## src/rtl/time_keeper_pkg.sv

```systemverilog
// time_keeper_pkg: shared select codes and field maxima for the time keeper
package time_keeper_pkg;

   typedef enum logic [1:0] {
      SELECT_SEC  = 2'd0,
      SELECT_MIN  = 2'd1,
      SELECT_HOUR = 2'd2,
      SELECT_NONE = 2'd3
   } select_t;

   localparam logic [5:0] SEC_MAX  = 6'd59;
   localparam logic [5:0] MIN_MAX  = 6'd59;
   localparam logic [4:0] HOUR_MAX = 5'd23;

endpackage

```

## src/rtl/time_keeper_tick_gen.sv

```systemverilog
// tick_gen: free-running prescaler, tick is high in the cycle the count wraps
module tick_gen #(
   parameter int CLK_FREQ = 100000000
) (
   input  logic clk,
   input  logic reset_n,
   input  logic enable,
   input  logic clear,
   output logic tick
);

   localparam int W = CLK_FREQ > 1 ? $clog2(CLK_FREQ) : 1;

   logic [W-1:0] count;

   assign tick = enable && count == W'(CLK_FREQ - 1);

   // count while enabled, wrap on tick, clear on request
   always_ff @(posedge clk or negedge reset_n)
      if (!reset_n)
         count <= '0;
      else if (clear || tick)
         count <= '0;
      else if (enable)
         count <= count + W'(1);

endmodule

```

## src/rtl/time_keeper.sv

```systemverilog
// time_keeper: hh:mm:ss clock with per-field edit; TIME_KEEPER_AUTO_REPEAT_EN adds held-key auto-repeat
module time_keeper #(
   parameter int CLK_FREQ      = 100000000,
   parameter int REPEAT_DELAY  = 50000000,
   parameter int REPEAT_PERIOD = 10000000
) (
   input  logic       clk,
   input  logic       reset_n,
   input  logic       run,
   input  logic [1:0] select,
   input  logic       increment,
   output logic [5:0] sec,
   output logic [5:0] min,
   output logic [4:0] hour,
   output logic       tick
);

   import time_keeper_pkg::*;

   if (CLK_FREQ < 1 || REPEAT_DELAY < 1 || REPEAT_PERIOD < 1) begin : g_bad_cfg
      $error("time_keeper: CLK_FREQ, REPEAT_DELAY and REPEAT_PERIOD must be positive");
   end

   logic       prev_inc;
   logic       armed;
   logic       inc_edge;
   logic       step;
   logic       edit;
   logic       wrap;
   logic [5:0] sec_inc, min_inc, sec_nxt, min_nxt;
   logic [4:0] hour_inc, hour_nxt;

   assign inc_edge = increment && !prev_inc && armed;
   assign edit     = step && select != SELECT_NONE;

   tick_gen #(.CLK_FREQ(CLK_FREQ)) u_tick_gen (
      .clk     (clk),
      .reset_n (reset_n),
      .enable  (run),
      .clear   (edit && select == SELECT_SEC),
      .tick    (wrap)
   );

   // edge detector; armed stays low after reset until increment has been seen low
   always_ff @(posedge clk or negedge reset_n)
      if (!reset_n) begin
         prev_inc <= 1'b0;
         armed    <= 1'b0;
      end else begin
         prev_inc <= increment;
         armed    <= armed | ~increment;
      end

`ifdef TIME_KEEPER_AUTO_REPEAT_EN
   localparam int RW = $clog2((REPEAT_DELAY > REPEAT_PERIOD ? REPEAT_DELAY : REPEAT_PERIOD) + 1);

   logic [RW-1:0] rep_cnt;
   logic          rep_phase;
   logic          rep_hit;

   assign rep_hit = increment && rep_cnt != '0 &&
                    rep_cnt == (rep_phase ? RW'(REPEAT_PERIOD) : RW'(REPEAT_DELAY));
   assign step    = inc_edge | rep_hit;

   // cycles held since the last step; first target is the delay, then the period
   always_ff @(posedge clk or negedge reset_n)
      if (!reset_n) begin
         rep_cnt   <= '0;
         rep_phase <= 1'b0;
      end else if (!increment) begin
         rep_cnt   <= '0;
         rep_phase <= 1'b0;
      end else if (inc_edge || rep_hit) begin
         rep_cnt   <= RW'(1);
         rep_phase <= rep_hit;
      end else if (rep_cnt != '0)
         rep_cnt <= rep_cnt + RW'(1);
`else
   assign step = inc_edge;
`endif

   // next field values: an edit bumps one field without carry and beats a tick
   always_comb begin
      sec_inc  = (sec == SEC_MAX) ? 6'd0 : sec + 6'd1;
      min_inc  = (min == MIN_MAX) ? 6'd0 : min + 6'd1;
      hour_inc = (hour == HOUR_MAX) ? 5'd0 : hour + 5'd1;
      sec_nxt  = edit ? (select == SELECT_SEC ? sec_inc : sec) : wrap ? sec_inc : sec;
      min_nxt  = edit ? (select == SELECT_MIN ? min_inc : min)
                      : (wrap && sec == SEC_MAX) ? min_inc : min;
      hour_nxt = edit ? (select == SELECT_HOUR ? hour_inc : hour)
                      : (wrap && sec == SEC_MAX && min == MIN_MAX) ? hour_inc : hour;
   end

   // time registers and the registered tick pulse
   always_ff @(posedge clk or negedge reset_n)
      if (!reset_n) begin
         sec  <= '0;
         min  <= '0;
         hour <= '0;
         tick <= 1'b0;
      end else begin
         sec  <= sec_nxt;
         min  <= min_nxt;
         hour <= hour_nxt;
         tick <= wrap && !edit;
      end

endmodule

```

## config.mk

```make
export PLATFORM = sky130hd
export DESIGN_NAME = time_keeper
export DESIGN_NICKNAME = d
export VERILOG_FILES = /design/src/rtl/time_keeper_pkg.sv /design/src/rtl/time_keeper_tick_gen.sv /design/src/rtl/time_keeper.sv
export SDC_FILE = /design/constraint.sdc
export NUM_CORES = 1
export LEC_CHECK = 0
export CAP_MARGIN = 20
export CORE_AREA = 4 4 76 106
export CTS_BUF_LIST = sky130_fd_sc_hd__clkbuf_2
export CTS_CLUSTER_SIZE = 16
export DETAILED_ROUTE_END_ITERATION = 7
export DIE_AREA = 0 0 80 110
export PLACE_DENSITY = 0.63
export SYNTH_ARGS = -nofsm -noshare
export SYNTH_HDL_FRONTEND = slang
export SYNTH_SLANG_ARGS = --single-unit
```

## constraint.sdc

```tcl
create_clock -name clk -period 4.01 [get_ports clk]
set_clock_uncertainty 0.05 [all_clocks]
set_input_delay 0.401 -clock clk [delete_from_list [all_inputs] [get_ports clk]]
set_output_delay 0.401 -clock clk [all_outputs]
set_load 0.02 [all_outputs]
```

==> metrics.cfg <==
[run_status]
outcome=finished clean

[power_and_ir_drop]
p_leak_uw=0.00119
irDropWorstVdd_v=0.000162
p_sw_share_pct=35.8
power.share.sequential_pct=52.3
p_comb_share_pct=32.6
powerDensity_nw_per_um2=455
design_power_total_uw=1290
p_switching_uw=461
pwr-share-clk_pct=15.1
p_int_uw=826

[clocking]
clockBufferDepth=2
cts-root-buf=clkbuf_2
hold_buffers=0
clock-sinks=47
clkTransAtPathRegs_ps=220
cts_made_buffers=5
htree_levels=2
cts.repair.resized=0
clock_latency_ps=410
postCtsSetupBuffers=0
cts_tree=done

[grt]
grt_pass1_vias=1862
grt_max_degree=48
antenna_found_initial=0
grt_pass1_wl_mm=8.56
grt_util_all_layers_pct=12.0
overflow=0

[die]
die_area_um2=8800
die_x_um=80
ios=24
num_rows=36
start_util_pct=34.5
core_area_um2=7030
die_h_um=110

[drt]
num_vias=1849
drc=0
wl_per_cell_um=13.5
viasPerCell=5.07
drtIter0Drc=45
wl_mm=4.94
drt-pass1-iter-count=4
detail-route-antenna-nets=0

[logic_synthesis]
synth-async-reset-ratio_pct=100
synth-warning-count=0
syn_inst=241
postSynthAreaPerCell_um2=10.1
seq_area_frac_synth_pct=48.6
netlist_top_cells_count=dfrtp_1 (47), nor2_1 (40), xnor2_1 (18), nand2_1 (13), nand3_1 (13)
synth_most_common_cell=dfrtp_1
synth_top_flop_cell=dfrtp_1
ys_ff_latch=47
yosysTopAreaCell=dfrtp_1
syn_area_um2=2420
syn_nets=251
synth_edf_count=0
yosysTopAreaCellShare_pct=48.6
synth.distinct_cells=43
ys_top_cells_by_area=dfrtp_1 (49%), xnor2_1 (6.5%), nor2_1 (6.2%)

[sta]
finalHoldViolations=0
layout_min_cycle_time_ps=2790
slew-limit-headroom_pct=60.3
timing.hold.ws_ps=424
rsz0062_at_grt=no
maxSlewViolCount=0
max_freq_ghz=0.359
fin_setup_tns_ps=0
setup_viol=0
final.period_utilization_pct=69.5
layout_setup_ws_ps=1220
worst_pin_slew_ps=595

[placed_design]
gp_congestion=0.790
dp_hpwl_mm=3.52
port-buffer-count=23
post-place-ws_ps=1150
dpl_cell_area_um2=2750

[critical_path]
reg2regPathDepth=5
cp-end-kind=register
cp.required_ps=4290
critPathKind=register to register
path_depth=5
path_delay_family=simple AND/OR/NAND/NOR gates
max_stage_delay_ps=580
startpoint_type=register
cpMaxStageDelayCell=or4_4
crit_top_cell=or4_4
cp_max_fo=5
path_cells=or4_1 > or4_4 > or4_4 > a21oi_2 > mux2_1
crit_arrival_ps=3060
critPathBufInv=0

[worst_hold_path]
min_path_type=primary input to register
holdPathStages=1

[cells_and_area]
area_delta_synth_final_pct=16.9
layout.nets=279
final_area_um2=2830
diodes=0
drive_above_1_share_pct=9.63

[run]
drv_cap=0

## final cells by class
class                           count  area (um2)
Inverter                            4        15.0
Clock buffer                        7        35.0
Multi-Input combinational cell    185        1210
Fill cell                         724        4200
Tap cell                           95         119
Sequential cell                    47        1180
Clock inverter                      1        5.00
Timing Repair Buffer               26         270
## metal layers
layer / vias to the layer above / GRT usage, % / share of wire (%)
li1: 911 / - / -
met1: 905 / 13.6 / 44
met2: 27 / 22.6 / 52
met3: 6 / 2.52 / 3.4
met4: 0 / 3.26 / 1.3
met5: - / 0 / 0
## kinds of logic after synthesis
family                   count (synthesis)  synth area share [%]
AND/OR/NAND/NOR                        117                  25.5
flip-flops                              47                  48.6
XOR/XNOR                                27                  9.76
AO/OA/AOI/OAI                           26                  7.59
multiplexers                            11                  5.06
buffers and inverters                    9                  1.45
adder cells (fa/ha/maj)                  4                  2.07
## stage by stage
stage | utilization, % | std cells
detailed placement | 39.2 | 355
CTS | 39.8 | 363
global placement | 39.2 | 355
finish | 40.3 | 365
floorplan | - | 241
global route | 40.3 | 365
## path summary, 6_finish.rpt
check                                                 startpoint                               end  slack, ps
min in group asynchronous                                reset_n  u_tick_gen.count[15]$_DFFE_PN0P_        450
worst min-delay path                                   increment                prev_inc$_DFF_PN0_        420
worst max register to register  u_tick_gen.count[12]$_DFFE_PN0P_               hour[1]$_DFFE_PN0P_       1220
worst min register to register                   armed$_DFF_PN0_                   armed$_DFF_PN0_        450
max in group asynchronous                                reset_n                sec[0]$_DFFE_PN0P_       2930
worst max-delay path            u_tick_gen.count[12]$_DFFE_PN0P_               hour[1]$_DFFE_PN0P_       1220
## cells in the final DEF, fill, tap and decap left out, types with 2 or more instances in the layout
cell,count
dfrtp_1,47
nor2_1,40
clkdlybuf4s50_1,22
xnor2_1,18
nand3_1,13
nand2_1,13
nand4_1,9
xor2_1,9
clkbuf_2,7
mux2_2,6
nor4_1,6
and4_1,5
a21oi_1,5
and3_1,5
nor3_1,5
nor2b_1,5
or2_2,4
inv_1,4
o21ai_0,4
a22o_1,4
mux2_1,4
ha_1,4
o211ai_1,3
nand3b_1,2
or4_4,2
o22ai_1,2
## sequential cells by signal, indices dropped and copies added, names as in the netlist
signal / count
sec: 6
armed: 1
tick: 1
prev_inc: 1
hour: 5
min: 6
u_tick_gen.count: 27
## power groups by stage
stage	logic [uW]	clock network (uW)	registers [uW]
after floorplan	173	0	734
after global placement	416	0	681
after detailed placement	424	0	684
after CTS	424	207	675
after global routing	461	224	695
final	420	195	673
Note: power is estimated with default switching activity, not from simulation.
